**src/rtl/leb128_fetch_pkg.sv**
```systemverilog
// Shared definitions for the LEB128 immediate fetch stage: FSM states,
// error codes returned to the core, and per-width byte limits.
package leb128_fetch_pkg;

    typedef enum logic [2:0] {
        IDLE      = 3'd0,
        WIN_WAIT  = 3'd1,
        WIN_DEC   = 3'd2,
        BYTE_WAIT = 3'd3,
        BYTE_DEC  = 3'd4
    } leb_state_t;

    typedef enum logic [1:0] {
        LEB_OK       = 2'd0,
        LEB_MEMERR   = 2'd1,
        LEB_TOOLONG  = 2'd2,
        LEB_OVERFLOW = 2'd3
    } leb_err_t;

    localparam int LIMIT32 = 5;
    localparam int LIMIT64 = 10;

    // Maximum number of encoded bytes allowed for the requested width.
    function automatic logic [3:0] byte_limit(input logic wide);
        return wide ? 4'(LIMIT64) : 4'(LIMIT32);
    endfunction

endpackage

```
**src/rtl/leb128_fetch_if.sv**
```systemverilog
// Request/response handshake to the core plus the genrom read port,
// bundled so the fetch stage sees one bus.
interface leb128_fetch_if #(
    parameter int MEM_DEPTH = 6,
    parameter int MEM_EXTRA = 4
);
    logic                         req;
    logic [MEM_DEPTH:0]           req_pc;
    logic                         req_signed;
    logic                         req_wide;
    logic                         busy;
    logic                         done;
    logic [63:0]                  value;
    logic [MEM_DEPTH:0]           next_pc;
    logic [1:0]                   err;
    logic [MEM_DEPTH:0]           mem_addr;
    logic [MEM_EXTRA-1:0]         mem_extra;
    logic [(2**MEM_EXTRA)*8-1:0]  mem_data;
    logic                         mem_error;

    modport master (
        output req, req_pc, req_signed, req_wide, mem_data, mem_error,
        input  busy, done, value, next_pc, err, mem_addr, mem_extra
    );

    modport slave (
        input  req, req_pc, req_signed, req_wide, mem_data, mem_error,
        output busy, done, value, next_pc, err, mem_addr, mem_extra
    );
endinterface

```
**src/rtl/leb128_fetch_acc.sv**
```systemverilog
// Per-byte LEB128 accumulator: shifts in 7 payload bits per step and
// reports termination, length/overflow violations and the extended result.
module leb128_fetch_acc
    import leb128_fetch_pkg::*;
(
    input  logic        clk,
    input  logic        rst_n,
    input  logic        clear,
    input  logic        step,
    input  logic [7:0]  byte_in,
    input  logic        is_signed,
    input  logic        is_wide,
    output logic [3:0]  count,
    output logic        term,
    output logic        too_long,
    output logic        overflow,
    output logic [63:0] result
);

    logic [63:0] acc_q;
    logic [3:0]  count_q;
    logic [3:0]  last_idx;
    logic [6:0]  shamt;
    logic [6:0]  bits_done;
    logic [63:0] acc_new;
    logic [63:0] fill_mask;
    logic [63:0] extended;
    logic [6:0]  payload;

    // All flags and the result describe the state after byte_in is absorbed.
    always_comb begin
        payload   = byte_in[6:0];
        last_idx  = byte_limit(is_wide) - 4'd1;
        shamt     = 7'(count_q) * 7'd7;
        bits_done = shamt + 7'd7;
        acc_new   = acc_q | ({57'd0, payload} << shamt);
        term      = ~byte_in[7];
        too_long  = byte_in[7] && (count_q == last_idx);

        overflow = 1'b0;
        if (term && (count_q == last_idx)) begin
            case ({is_wide, is_signed})
                2'b00:   overflow = (payload[6:4] != 3'd0);
                2'b01:   overflow = (payload[6:3] != {4{payload[3]}});
                2'b10:   overflow = (payload[6:1] != 6'd0);
                default: overflow = (payload[6:0] != {7{payload[0]}});
            endcase
        end

        fill_mask = '0;
        if (is_signed && byte_in[6] && (bits_done < 7'd64)) begin
            fill_mask = ~64'd0 << bits_done;
        end
        extended = acc_new | fill_mask;

        if (is_wide) begin
            result = extended;
        end else begin
            result = {(is_signed ? {32{extended[31]}} : 32'd0), extended[31:0]};
        end
    end

    // Accumulator and shift counter; cleared at the start of every decode.
    always_ff @(posedge clk or negedge rst_n) begin
        if (!rst_n) begin
            acc_q   <= '0;
            count_q <= '0;
        end else if (clear) begin
            acc_q   <= '0;
            count_q <= '0;
        end else if (step) begin
            acc_q   <= acc_new;
            count_q <= count_q + 4'd1;
        end
    end

    assign count = count_q;

endmodule

```
**src/rtl/leb128_fetch.sv**
```systemverilog
// LEB128 immediate fetch: tries one wide ROM window read, falling back to
// byte-at-a-time reads when the window runs past the end of the ROM.
module leb128_fetch
    import leb128_fetch_pkg::*;
#(
    parameter int MEM_DEPTH = 6,
    parameter int MEM_EXTRA = 4
) (
    input  logic            clk,
    input  logic            rst_n,
    leb128_fetch_if.slave   bus
);

    localparam int AW = MEM_DEPTH + 1;
    localparam int DW = (2**MEM_EXTRA) * 8;

    leb_state_t          state_q, state_d;
    logic                busy_q, busy_d;
    logic                done_q, done_d;
    logic [63:0]         value_q, value_d;
    logic [AW-1:0]       next_pc_q, next_pc_d;
    leb_err_t            err_q, err_d;
    logic [AW-1:0]       mem_addr_q, mem_addr_d;
    logic [MEM_EXTRA-1:0] mem_extra_q, mem_extra_d;
    logic [AW-1:0]       pc_q, pc_d;
    logic                signed_q, signed_d;
    logic                wide_q, wide_d;
    logic [DW-1:0]       win_q, win_d;

    logic        acc_clear;
    logic        acc_step;
    logic [7:0]  cur_byte;
    logic [3:0]  acc_count;
    logic        acc_term;
    logic        acc_too_long;
    logic        acc_overflow;
    logic [63:0] acc_result;

    leb128_fetch_acc u_acc (
        .clk       (clk),
        .rst_n     (rst_n),
        .clear     (acc_clear),
        .step      (acc_step),
        .byte_in   (cur_byte),
        .is_signed (signed_q),
        .is_wide   (wide_q),
        .count     (acc_count),
        .term      (acc_term),
        .too_long  (acc_too_long),
        .overflow  (acc_overflow),
        .result    (acc_result)
    );

    // Next-state and datapath updates; the done-producing cases are shared
    // between window and byte mode through the accumulator flags.
    always_comb begin
        state_d     = state_q;
        busy_d      = busy_q;
        done_d      = 1'b0;
        value_d     = value_q;
        next_pc_d   = next_pc_q;
        err_d       = err_q;
        mem_addr_d  = mem_addr_q;
        mem_extra_d = mem_extra_q;
        pc_d        = pc_q;
        signed_d    = signed_q;
        wide_d      = wide_q;
        win_d       = win_q;
        acc_clear   = 1'b0;
        acc_step    = 1'b0;
        cur_byte    = 8'd0;

        case (state_q)
            IDLE: begin
                // The cycle carrying done still looks idle but must not accept.
                if (bus.req && !done_q) begin
                    mem_addr_d  = bus.req_pc;
                    mem_extra_d = bus.req_wide ? MEM_EXTRA'(9) : MEM_EXTRA'(4);
                    pc_d        = bus.req_pc;
                    signed_d    = bus.req_signed;
                    wide_d      = bus.req_wide;
                    busy_d      = 1'b1;
                    acc_clear   = 1'b1;
                    state_d     = WIN_WAIT;
                end
            end

            WIN_WAIT: state_d = WIN_DEC;

            WIN_DEC: begin
                if ((acc_count == 4'd0) && bus.mem_error) begin
                    mem_extra_d = '0;
                    mem_addr_d  = pc_q;
                    state_d     = BYTE_WAIT;
                end else begin
                    if (acc_count == 4'd0) begin
                        win_d    = bus.mem_data;
                        cur_byte = bus.mem_data[7:0];
                    end else begin
                        cur_byte = win_q[{acc_count, 3'b000} +: 8];
                    end
                    acc_step = 1'b1;
                end
            end

            BYTE_WAIT: state_d = BYTE_DEC;

            BYTE_DEC: begin
                if (bus.mem_error) begin
                    err_d     = LEB_MEMERR;
                    next_pc_d = mem_addr_q;
                    done_d    = 1'b1;
                    busy_d    = 1'b0;
                    state_d   = IDLE;
                end else begin
                    cur_byte   = bus.mem_data[7:0];
                    acc_step   = 1'b1;
                    mem_addr_d = mem_addr_q + AW'(1);
                    state_d    = BYTE_WAIT;
                end
            end

            default: state_d = IDLE;
        endcase

        if (acc_step && (acc_too_long || acc_term)) begin
            done_d    = 1'b1;
            busy_d    = 1'b0;
            state_d   = IDLE;
            value_d   = acc_result;
            if (acc_too_long) begin
                err_d     = LEB_TOOLONG;
                next_pc_d = pc_q + AW'(byte_limit(wide_q));
            end else begin
                err_d     = acc_overflow ? LEB_OVERFLOW : LEB_OK;
                next_pc_d = pc_q + AW'(acc_count) + AW'(1);
            end
        end
    end

    // State and datapath registers; reset aborts any decode in flight.
    always_ff @(posedge clk or negedge rst_n) begin
        if (!rst_n) begin
            state_q     <= IDLE;
            busy_q      <= 1'b0;
            done_q      <= 1'b0;
            value_q     <= '0;
            next_pc_q   <= '0;
            err_q       <= LEB_OK;
            mem_addr_q  <= '0;
            mem_extra_q <= '0;
            pc_q        <= '0;
            signed_q    <= 1'b0;
            wide_q      <= 1'b0;
            win_q       <= '0;
        end else begin
            state_q     <= state_d;
            busy_q      <= busy_d;
            done_q      <= done_d;
            value_q     <= value_d;
            next_pc_q   <= next_pc_d;
            err_q       <= err_d;
            mem_addr_q  <= mem_addr_d;
            mem_extra_q <= mem_extra_d;
            pc_q        <= pc_d;
            signed_q    <= signed_d;
            wide_q      <= wide_d;
            win_q       <= win_d;
        end
    end

    assign bus.busy      = busy_q;
    assign bus.done      = done_q;
    assign bus.value     = value_q;
    assign bus.next_pc   = next_pc_q;
    assign bus.err       = err_q;
    assign bus.mem_addr  = mem_addr_q;
    assign bus.mem_extra = mem_extra_q;

endmodule

```
**src/flat_wrapper.sv**
```systemverilog
// flat-port wrapper written by rule: the top's interface ports become plain ports
module leb128_fetch_flat import leb128_fetch_pkg::*;
#(
    parameter int MEM_DEPTH = 6,
    parameter int MEM_EXTRA = 4
)
  (clk, rst_n, bus_req, bus_req_pc, bus_req_signed, bus_req_wide, bus_mem_data, bus_mem_error, bus_busy, bus_done, bus_value, bus_next_pc, bus_err, bus_mem_addr, bus_mem_extra);
  leb128_fetch_if #(.MEM_DEPTH(MEM_DEPTH), .MEM_EXTRA(MEM_EXTRA)) bus_i ();
  input  logic clk;
  input  logic rst_n;
  input wire logic [$bits(bus_i.req)-1:0] bus_req;
  input wire logic [$bits(bus_i.req_pc)-1:0] bus_req_pc;
  input wire logic [$bits(bus_i.req_signed)-1:0] bus_req_signed;
  input wire logic [$bits(bus_i.req_wide)-1:0] bus_req_wide;
  input wire logic [$bits(bus_i.mem_data)-1:0] bus_mem_data;
  input wire logic [$bits(bus_i.mem_error)-1:0] bus_mem_error;
  output wire logic [$bits(bus_i.busy)-1:0] bus_busy;
  output wire logic [$bits(bus_i.done)-1:0] bus_done;
  output wire logic [$bits(bus_i.value)-1:0] bus_value;
  output wire logic [$bits(bus_i.next_pc)-1:0] bus_next_pc;
  output wire logic [$bits(bus_i.err)-1:0] bus_err;
  output wire logic [$bits(bus_i.mem_addr)-1:0] bus_mem_addr;
  output wire logic [$bits(bus_i.mem_extra)-1:0] bus_mem_extra;
  assign bus_i.req = bus_req;
  assign bus_i.req_pc = bus_req_pc;
  assign bus_i.req_signed = bus_req_signed;
  assign bus_i.req_wide = bus_req_wide;
  assign bus_i.mem_data = bus_mem_data;
  assign bus_i.mem_error = bus_mem_error;
  assign bus_busy = bus_i.busy;
  assign bus_done = bus_i.done;
  assign bus_value = bus_i.value;
  assign bus_next_pc = bus_i.next_pc;
  assign bus_err = bus_i.err;
  assign bus_mem_addr = bus_i.mem_addr;
  assign bus_mem_extra = bus_i.mem_extra;
  leb128_fetch #(.MEM_DEPTH(MEM_DEPTH), .MEM_EXTRA(MEM_EXTRA)) u_core (.clk(clk), .rst_n(rst_n), .bus(bus_i));
endmodule
```
**config.mk**
```make
export PLATFORM = sky130hd
export DESIGN_NAME = leb128_fetch_flat
export DESIGN_NICKNAME = d
export VERILOG_FILES = /design/src/rtl/leb128_fetch_pkg.sv /design/src/rtl/leb128_fetch_if.sv /design/src/rtl/leb128_fetch_acc.sv /design/src/rtl/leb128_fetch.sv /design/src/flat_wrapper.sv
export SDC_FILE = /design/constraint.sdc
export NUM_CORES = 1
export LEC_CHECK = 0
export CAP_MARGIN = 25
export CORE_MARGIN = 5
export CORE_UTILIZATION = 55
export DETAILED_ROUTE_END_ITERATION = 7
export HOLD_SLACK_MARGIN = 0.05
export MAX_ROUTING_LAYER = met4
export PLACE_DENSITY = 0.84
export SKIP_LAST_GASP = 1
export SYNTH_ARGS = -nofsm -noshare
export SYNTH_HDL_FRONTEND = slang
export SYNTH_HIERARCHICAL = 1
export SYNTH_SLANG_ARGS = --single-unit
```
**constraint.sdc**
```tcl
create_clock -name clk -period 4 [get_ports clk]
set_input_delay 0.6 -clock clk [delete_from_list [all_inputs] [get_ports clk]]
set_output_delay 0.6 -clock clk [all_outputs]
set_load 0.01 [all_outputs]
```
# Word-level counts from Yosys, hierarchy flattened
# Cells that the tools add are included.
[totals]
ff_bits = 294
in_bits = 141
out_inout_bits = 86
word_cells = 120
[classes]
addsub = 7
multipliers = 1
order_cmp = 1
n_eq_ne = 15
shifts = 3
mux = 48
bitwise = 4
n_reduce_logical = 27
[op_table]
columns = ["cell", "count"]
rows = [
  ["$mux 64", 4],
  ["$or 64x64->64", 2],
  ["$shiftx 128x8->8", 1],
  ["$shl 64x7->64 const A", 1],
  ["$shl 7x7->64", 1],
  ["$mux 7", 7],
  ["$mux 32", 1],
  ["$mux 4", 6],
  ["$mux 8", 3],
  ["$pmux 7 s3", 1],
  ["$pmux 8 s2", 1],
  ["$pmux 3 s5", 1],
  ["$add 7x1->7 const B", 2],
  ["$add 7x4->7", 2],
  ["$mux 2", 6],
  ["$mux 1", 11],
  ["$mux 3", 3],
  ["$reduce_and 3->1", 3],
  ["$reduce_bool 3->1", 3],
  ["$pmux 4 s2", 1],
  ["$reduce_bool 2->1", 4],
  ["$add 7x3->7 const B", 1],
  ["$logic_and 1x1->1", 7],
  ["$lt 7x7->1 const B", 1],
  ["26 further kinds", 33],
]

# Logic depth before layout (Yosys ltp)
# Gate-level depths: netlist (run 1).
[depth]
ltp_word = 10
mapped_depth = 18
mapped_depth_nobuf = 13

# Hierarchy
# Netlist (run 1), hierarchy kept.
[modules_own_cells]
columns = ["mod", "instances", "cells_each", "area_each_um2", "seq_area_each_um2"]
rows = [
  ["leb128_fetch", 1, 988, 10334.9, 5480.3],
  ["leb128_fetch_acc", 1, 623, 4823.4, 1701.6],
]

# Worst setup path after synthesis (run 1)
# No wires, ideal clock.
[synth_timing]
path_type = "reg2reg"
start = "register u_core.u_acc.count_q[2], in the netlist u_core/u_acc/count[2]"
end = "register u_core.value_q[37], in the netlist u_core/bus.value[37]"
t_arrival_ps = 3536
t_required_ps = 3875
slack_ps = 340
path_stages_with_launch = 15
period_less_slack_ps = 3660
path_cell_list = "dfrtp_1 -> clkinv_1 -> fa_1 -> inv_1 -> ha_1 -> ha_1 -> buf_2 -> nand3_1 -> nor2_1 -> o2111a_1 -> buf_4 -> nor2_1 -> buf_2 -> o221ai_1 -> mux2_2"
[synth_via]
elab_chain_len = 10
word_cells_on_any_way = 25
cone_classes = "add/sub: 1; mul: 1; order compare: 1; eq/ne: 1; shift: 3; mux: 8; bitwise: 3; reduce/logical: 7"
[synth_rtl]
columns = ["element", "line", "rtl"]
rows = [
  ["start, declared", "leb128_fetch_acc.sv:21", "logic [3:0] count_q;"],
  ["start signal, assigned", "leb128_fetch_acc.sv:73", "count_q <= count_q + 4'd1;"],
  ["parallel branches: the longest is 7 deep, another holds $mul 4x3->7", "n/a", ""],
  ["$or 64x64->64 (*)", "leb128_fetch_acc.sv:54", "extended = acc_new | fill_mask;"],
  ["$mux 32", "leb128_fetch_acc.sv:59", "result = {(is_signed ? {32{extended[31]}} : 32'd0), extended[31:0]};"],
  ["$mux 64 (*)", "leb128_fetch_acc.sv:56", "if (is_wide) begin"],
  ["net u_core.acc_result[37]", "leb128_fetch.sv:37", "logic [63:0] acc_result;"],
  ["end signal, assigned", "leb128_fetch.sv:160", "value_q <= value_d;"],
  ["end, declared", "leb128_fetch.sv:20", "logic [63:0] value_q, value_d;"],
]
# Mark *: on every way through the listed nets, which the timed path passes.
# A chain may end at the register's enable or synchronous reset.

# Final worst setup path (run 1)
[layout_timing]
start = "register u_core.state_q[0]"
end = "register u_core.value_q[32], in the netlist u_core/bus.value[32]"
[layout_via]
elab_chain_len = 8
word_cells_on_any_way = 16
cone_classes = "eq/ne: 2; shift: 1; mux: 5; bitwise: 3; reduce/logical: 5"
[layout_rtl]
columns = ["element", "line", "rtl"]
rows = [
  ["start, declared", "leb128_fetch.sv:17", "leb_state_t state_q, state_d;"],
  ["start signal, assigned", "leb128_fetch.sv:157", "state_q <= state_d;"],
  ["$eq 3x3->1 or $eq 3x2->1 (tied branches)", "leb128_fetch.sv:73", "case (state_q)"],
  ["$pmux 8 s2 (*)", "leb128_fetch.sv:73", ""],
  ["net u_core.cur_byte[6]", "leb128_fetch.sv:32", "logic [7:0] cur_byte;"],
  ["parallel branches: the longest is 3 deep, another holds $shl 7x7->64", "n/a", ""],
  ["$or 64x64->64 (*)", "leb128_fetch_acc.sv:54", ""],
  ["$mux 32", "leb128_fetch_acc.sv:59", ""],
  ["$mux 64 (*)", "leb128_fetch_acc.sv:56", ""],
  ["net u_core.acc_result[32]", "leb128_fetch.sv:37", ""],
]
# Marks and branches as above.

==> metrics.txt, run 1 <==
status=complete, no violations; WP data arrival=4.20 ns; clock sink count=roughly 290; vias per cell=6.039; setup ws final=0.2382 ns; worst r2r src=u_core/state_q[0]$_DFFE_PN0P_; post-synthesis sequential area ratio=47.38%; synth top area cells=dfrtp_1 47%, nand2_1 10%, mux2_2 5.3%; global route overflow=0; count of cell types in the netlist=between 70 and 80; sequential share of power=31.7%; worst slack, placed=0.1483 ns; RSZ-0062 raised after global routing=false; worst r2r path cells=12; die area=0.03098 mm²; Required @ worst endpoint=4.43 ns; Adder-Cell Fraction of Synth Area=under 10%; endpoints failing setup=0; Net Sw Frac=about two fifths; largest net degree at the start of global routing=125; routability cong.=0.9567; hold crit path type=input port to async pin; worst reg2reg setup slack=0.24 ns; crit path time final=3.762 ns; top-area cell type share of the netlist area=between 40% and 50%; Yosys warnings=6; PortBufs=225; drt drc=0; Die Y=176.0 µm; area share of xor/xnor cells in the synthesized design=0.6934%; 1st-iter DRT viols=1624; met2 Track Usage GR=about 45%; Die Span X=approximately 180 µm; syn_area_per_cell=9.409 µm²; total track usage=28.78%; post-layout util=68.80%; combinational power share=49.2%; Worst-Skew Late Latency=0.56 ns; Synth Register Bits=287; core area=0.02703 mm²; met1 Usage GRT=between 30% and 40%; Max-cap violations=0; ratio of cells with drive above 1 in the final layout=12.62%; Layout Nets=1963; initial antenna violation count=4; CTS Buffer Depth=3; Root Driver=clkbuf_16; r2r endpoint=u_core/bus.value[32]$_DFFE_PN0N_; Max Clock Freq=approximately 0.27 GHz; TritonCTS clock tree=built; Mapped Cells=1611; skew final=between 0.01 and 0.015 ns; 1st-pass router iterations=8; Psw=just under 6000 µW; cts bufs inserted=29; Compound-Gate Fraction of Synth Area=13.43%; post-synthesis mux area share=about a tenth; fin crit share=94.05%; CP Max Fanout=15; number of global-route vias before repair=13100; Post-Route WL=43.89 mm; worst rel slew slack=25.74%; Max VDD drop=0.4079 mV; FP Rows=60; H-Tree Depth=1; Antenna Violating Nets Remaining=0; CTS resizes=0; DP Wirelength=between 30 and 40 mm; largest family of logic cells by synthesized area=simple AND/OR/NAND/NOR gates; global-route wire length before repair=70.30 mm; setup tns final=0 ns; Setup crit end kind=flip-flop; internal power=8531 µW; slowest CP cell=nor2_1; P_leak=about 0.0087 µW; Post-synth top flop=dfrtp_1; syn nets=approximately 1800; Cell Area, Synth=between 0.015 and 0.02 mm²; clock power share=19.1%; Ports=227; Starting Density=56.09%; hold-fix buffers at CTS=0; area added between synthesis and finish=22.67%; met3 Resource Use GR=5.096%; area share of and/or/nand/nor cells after synthesis=roughly a fifth; Post-synth EDFFs=0; Final Hold Vio Count=0; Cell Pwr Density=778.5 mW/mm²; Max stage delay on crit path=0.82 ns; Routed WL per cell=approximately 20 µm; crit path cell chain=nor2_1 -> buf_4 -> nand2_1 -> o21ai_2 -> a222oi_1 -> o31ai_2 -> nand2_1 -> nor4_2 -> buf_4 -> nor2_1 -> o221ai_1 -> mux2_2; total number of vias=about 13000; setup bufs post-CTS=0; CP startpoint kind=flip-flop; Worst-path clk slew=0.06 ns; worst slew pin tran=1.110 ns; Setup CP Type=flip-flop to flip-flop; Post-synth ARST share=100.0%; global route hottest layer=met2; post-synth top area cell=dfrtp_1; final max-slew violation count=0
==> Yosys cell counts (9+ instances only) <==
| cell | instances |
|---|---|
| o21ai_0 | 46 |
| nor2b_1 | 15 |
| and3_1 | 9 |
| ha_1 | 26 |
| a22oi_1 | 19 |
| a21oi_1 | 130 |
| o22ai_1 | 10 |
| nor3_1 | 25 |
| dfrtp_1 | 287 |
| nand2b_1 | 30 |
| xnor2_1 | 10 |
| nor2_1 | 130 |
| nand3_1 | 20 |
| o221ai_1 | 16 |
| nand2_1 | 407 |
| and2_1 | 12 |
| buf_6 | 18 |
| o31ai_1 | 19 |
| a31oi_1 | 22 |
| a211oi_1 | 14 |
| inv_1 | 31 |
| clkbuf_1 | 62 |
| mux4_2 | 27 |
| buf_2 | 30 |
| mux2_2 | 72 |
==> worst max-delay path, delay by kind of cell (launching register included) <==
kind                   cells  cell delay (ns)
and+or+nand+nor            5             1.46
AOI/OAI and AO/OA          4             1.07
DFF                        1             0.47
muxes                      1             0.32
buffers and inverters      2             0.30
==> registers in the layout (all words and copies together) (netlist names), 3 cells and up <==
name / flops
u_core/win_q: 123
u_core/bus.value: 64
u_core/u_acc/acc_q: 64
u_core/bus.mem_addr: 7
u_core/bus.next_pc: 7
u_core/pc_q: 7
u_core/u_acc/count: 4
u_core/state_q: 3
==> through the flow <==
| step | std cells | instance area, µm² | total power, µW | hold slack, ns |
|---|---|---|---|---|
| 2_1_floorplan | 1611 | 15160 | 9111 | 0.3044 |
| 3_3_place_gp | 2100 | 17590 | 11300 | 0.4445 |
| 3_5_place_dp | 2102 | 17620 | 11570 | 0.4511 |
| 4_1_cts | 2155 | 18580 | 14400 | 0.1886 |
| 5_1_grt | 2159 | 18590 | 15310 | 0.2274 |
| 6_report | 2159 | 18590 | 14480 | 0.1327 |
==> routing by layer <==
layer  vias to the layer above  wire length, µm
li1                       5899                -
met1                      6296            17390
met2                       709            20790
met3                       134             3957
met4                         0             1751
met5                         -                0
==> power by group through the flow <==
stage          registers [µW]  logic (µW)  clock network (µW)
2_1_floorplan            4550        4560                   0
3_3_place_gp             4560        6740                   0
3_5_place_dp             4610        6960                   0
4_1_cts                  4580        7020                2800
5_1_grt                  4690        7690                2930
6_report                 4580        7130                2760
==> worst max path at each step <==
stage,cells past startpoint,start,slack (ns),endpoint
after CTS,11,u_core/u_acc/count[1]$_DFFE_PN0P_,0.35,u_core/bus.value[41]$_DFFE_PN0N_
after global routing,10,u_core/u_acc/count[1]$_DFFE_PN0P_,0.06,u_core/bus.value[41]$_DFFE_PN0N_
after floorplan,14,u_core/u_acc/count[2]$_DFFE_PN0P_,0.34,u_core/bus.value[37]$_DFFE_PN0N_
after global placement,11,bus_mem_error,0.20,u_core/bus.value[40]$_DFFE_PN0N_
final,12,u_core/state_q[0]$_DFFE_PN0P_,0.24,u_core/bus.value[32]$_DFFE_PN0N_
after detailed placement,11,bus_mem_error,0.15,u_core/bus.value[41]$_DFFE_PN0N_
==> kinds of logic after synthesis <==
group,Yosys count
multiplexers,109
adder cells (fa/ha/maj),30
AND/OR/NAND/NOR,689
buffers and inverters,162
XOR/XNOR,12
flip-flops,287
AO/OA/AOI/OAI,321
other,1
==> cell type report <==
class,count,area (µm²)
tap,341,426.7
clock inverter,10,133.9
clock buffer,43,828.3
antenna,4,10.01
timing repair buffer,280,2778
inverter,32,120.1
multi-input combinational,1162,7113
fill,1922,8432
sequential,287,7184
==> placed cells by master, fill, tap and decap left out, drive strengths merged, types with 9 or more instances in the layout <==
master / instances
nand2: 407
dfrtp: 287
clkdlybuf4s50: 224
a21oi: 131
nor2: 131
mux2: 75
buf: 56
o21ai: 48
clkbuf: 43
inv: 31
nand2b: 30
mux4: 27
ha: 26
nor3: 25
a31oi: 22
nand3: 20
a22oi: 19
o31ai: 19
o221ai: 16
nor2b: 15
a211oi: 15
and2: 15
xnor2: 10
o22ai: 10
and3: 9
a21o: 9
No activity file was read; power rests on OpenSTA's default activity.
==> run 2, diff against run 1 <==
--- a/config.mk
+++ b/config.mk
@@ -5,7 +5,7 @@
 export SDC_FILE = /design/constraint.sdc
 export NUM_CORES = 1
 export LEC_CHECK = 0
-export CAP_MARGIN = 25
+export CAP_MARGIN = 10
 export CORE_MARGIN = 5
 export CORE_UTILIZATION = 55
 export DETAILED_ROUTE_END_ITERATION = 7
==> constraint.sdc (replaced) <==
create_clock -name clk -period 4 [get_ports clk]
set_input_delay 0.8 -clock clk [delete_from_list [all_inputs] [get_ports clk]]
set_output_delay 0.8 -clock clk [all_outputs]
set_load 0.01 [all_outputs]
==> metrics.txt, run 2 (same netlist as run 1, synthesis figures left out) <==
number of global-route vias before repair=13280 (was 13100); fin crit share=95.45% (was 94.05%); r2r endpoint=u_core/bus.value[36]$_DFFE_PN0N_ (was u_core/bus.value[32]$_DFFE_PN0N_); Root Driver=clkbuf_16 (unchanged); H-Tree Depth=1 (unchanged); hold crit path type=input port to async pin (unchanged); Setup CP Type=flip-flop to flip-flop (unchanged); commonest non-fill, non-tap cell in the layout=nand2_1 (unchanged); WP data arrival=4.27 ns (was 4.20 ns); CTS resizes=0 (unchanged); setup bufs post-CTS=0 (unchanged); crit path time final=3.818 ns (was 3.762 ns); routability cong.=0.9403 (was 0.9567); worst reg2reg setup slack=0.18 ns (was 0.24 ns); Final Hold Vio Count=0 (unchanged); die area=0.03098 mm² (unchanged); vias per cell=6.151 (was 6.039); Biggest register=u_core/win_q (unchanged); Worst-Skew Late Latency=0.56 ns (about the same); Worst-path clk slew=0.06 ns (about the same); Layout Nets=1960 (was 1963); global-route wire length before repair=70.38 mm (was 70.30 mm); TritonCTS clock tree=built (unchanged); total power=14600 µW (was 14480 µW); global route overflow=0 (unchanged); Setup crit end kind=flip-flop (unchanged); worst rel slew slack=26.16% (was 25.74%); Cell Pwr Density=784.5 mW/mm² (was 778.5 mW/mm²); Ports=227 (unchanged); PortBufs=225 (unchanged); largest net degree at the start of global routing=124 (was 125); Routed WL per cell=20.63 µm (was 20.33 µm); Die Span X=176.0 µm (unchanged); RSZ-0062 raised after global routing=false (unchanged); CP startpoint kind=flip-flop (unchanged); Die Y=176.0 µm (unchanged); total number of vias=13270 (was 13040); worst r2r path cells=11 (was 12); Antenna Violating Nets Remaining=0 (unchanged); setup tns final=0 ns (unchanged); worst r2r src=u_core/u_acc/count[3]$_DFFE_PN0P_ (was u_core/state_q[0]$_DFFE_PN0P_); Max Clock Freq=0.2619 GHz (was 0.2658 GHz); drt drc=0 (unchanged); DP Wirelength=30.64 mm (was 30.14 mm); Post-Route WL=44.51 mm (was 43.89 mm); area added between synthesis and finish=22.76% (was 22.67%); Largest register FFs=123 (unchanged); hold-fix buffers at CTS=0 (unchanged); Max-cap violations=0 (unchanged); FP Rows=60 (unchanged); CP Max Fanout=15 (unchanged); endpoints failing setup=0 (unchanged); Starting Density=56.09% (unchanged); 1st-pass router iterations=5 (was 8); CTS Buffer Depth=3 (unchanged); ratio of cells with drive above 1 in the final layout=12.58% (was 12.62%); most frequent cells in the layout=407 x nand2_1, 285 x dfrtp_1, 224 x clkdlybuf4s50_1 (unchanged); Required @ worst endpoint=4.45 ns (was 4.43 ns); clock sink count=287 (unchanged); P_leak=0.008684 µW (was 0.008671 µW); status=complete, no violations (unchanged); # fillers=2027 (was 1922); cts bufs inserted=30 (was 29); final max-slew violation count=0 (unchanged); skew final=0.008107 ns (was 0.01159 ns); Max VDD drop=0.4379 mV (was 0.4079 mV); total track usage=28.96% (was 28.78%); core area=0.02703 mm² (unchanged); initial antenna violation count=4 (unchanged); worst slew pin tran=1.104 ns (was 1.110 ns); 1st-iter DRT viols=1649 (was 1624)
-- run 2: changes by cell type in the layout (fill, tap and decap cells not counted) --
cell / change
buf_4: -4
buf_12: +1
buf_16: -1
clkinv_8: +1
clkbuf_1: -1
clkbuf_16: +1
clkinv_2: +2
inv_6: -1
clkbuf_8: +2
clkinvlp_4: -2
-- run 2: worst max path at each step --
| stage | startpoint | to | slack, ns | cells after the start |
|---|---|---|---|---|
| finish | u_core/u_acc/count[3]$_DFFE_PN0P_ | u_core/bus.value[36]$_DFFE_PN0N_ | 0.18 | 11 |
| global route | u_core/u_acc/count[3]$_DFFE_PN0P_ | u_core/bus.value[36]$_DFFE_PN0N_ | 0.02 | 11 |
| CTS | u_core/u_acc/count[3]$_DFFE_PN0P_ | u_core/bus.value[46]$_DFFE_PN0N_ | 0.25 | 11 |
| detailed placement | bus_mem_error | u_core/bus.value[46]$_DFFE_PN0N_ | 0.14 | 9 |
| global placement | bus_mem_error | u_core/bus.value[40]$_DFFE_PN0N_ | 0.27 | 9 |
| floorplan | u_core/u_acc/count[2]$_DFFE_PN0P_ | u_core/bus.value[37]$_DFFE_PN0N_ | 0.34 | 14 |
-- run 2: per-layer routing --
metal / GRT usage, % / vias up / routed length [µm]
li1: - / 5890 / -
met1: 37.26 / 6412 / 17370
met2: 45.31 / 807 / 20740
met3: 6.253 / 159 / 4336
met4: 11.53 / 0 / 2054
met5: - / - / 0
-- run 2: per-stage QoR --
stage	setup WS [ns]	util (%)	cells	instance area [µm²]	hold slack, ns
floorplan	0.3398	-	1611	15160	0.4323
global placement	0.2670	65.04	2097	17580	0.4443
detailed placement	0.1411	65.04	2097	17580	0.4505
CTS	0.2470	68.79	2152	18590	0.2519
global route	0.01779	68.85	2157	18610	0.2674
finish	0.1819	68.85	2157	18610	0.2017
-- run 2: critical path, cell delays in order (launching register included) --
cell and delay, ns:
dfrtp_1 0.52, inv_1 0.14, fa_1 0.50, inv_1 0.04, ha_1 0.26, ha_1 0.39
nand3_1 0.12, nor2_1 0.07, o2111a_1 0.25, nor2_1 0.84, o221ai_1 0.23, mux2_2 0.32
-- run 2: final cells by class --
class,instances,area (µm²),share of cell area (%)
inverter,32,120.1,0.6455
clock buffer,45,877.1,4.714
tap,341,426.7,2.293
clock inverter,10,136.4,0.7329
antenna,4,10.01,0.05379
sequential,287,7184,38.61
timing repair buffer,276,2740,14.73
multi-input combinational,1162,7113,38.23
-- run 2: power breakdown --
group / leakage [µW] / internal (µW) / switching (µW)
clock network: 0.000502 / 1700 / 1170
registers: 0.00375 / 3900 / 696
logic: 0.00443 / 3000 / 4130
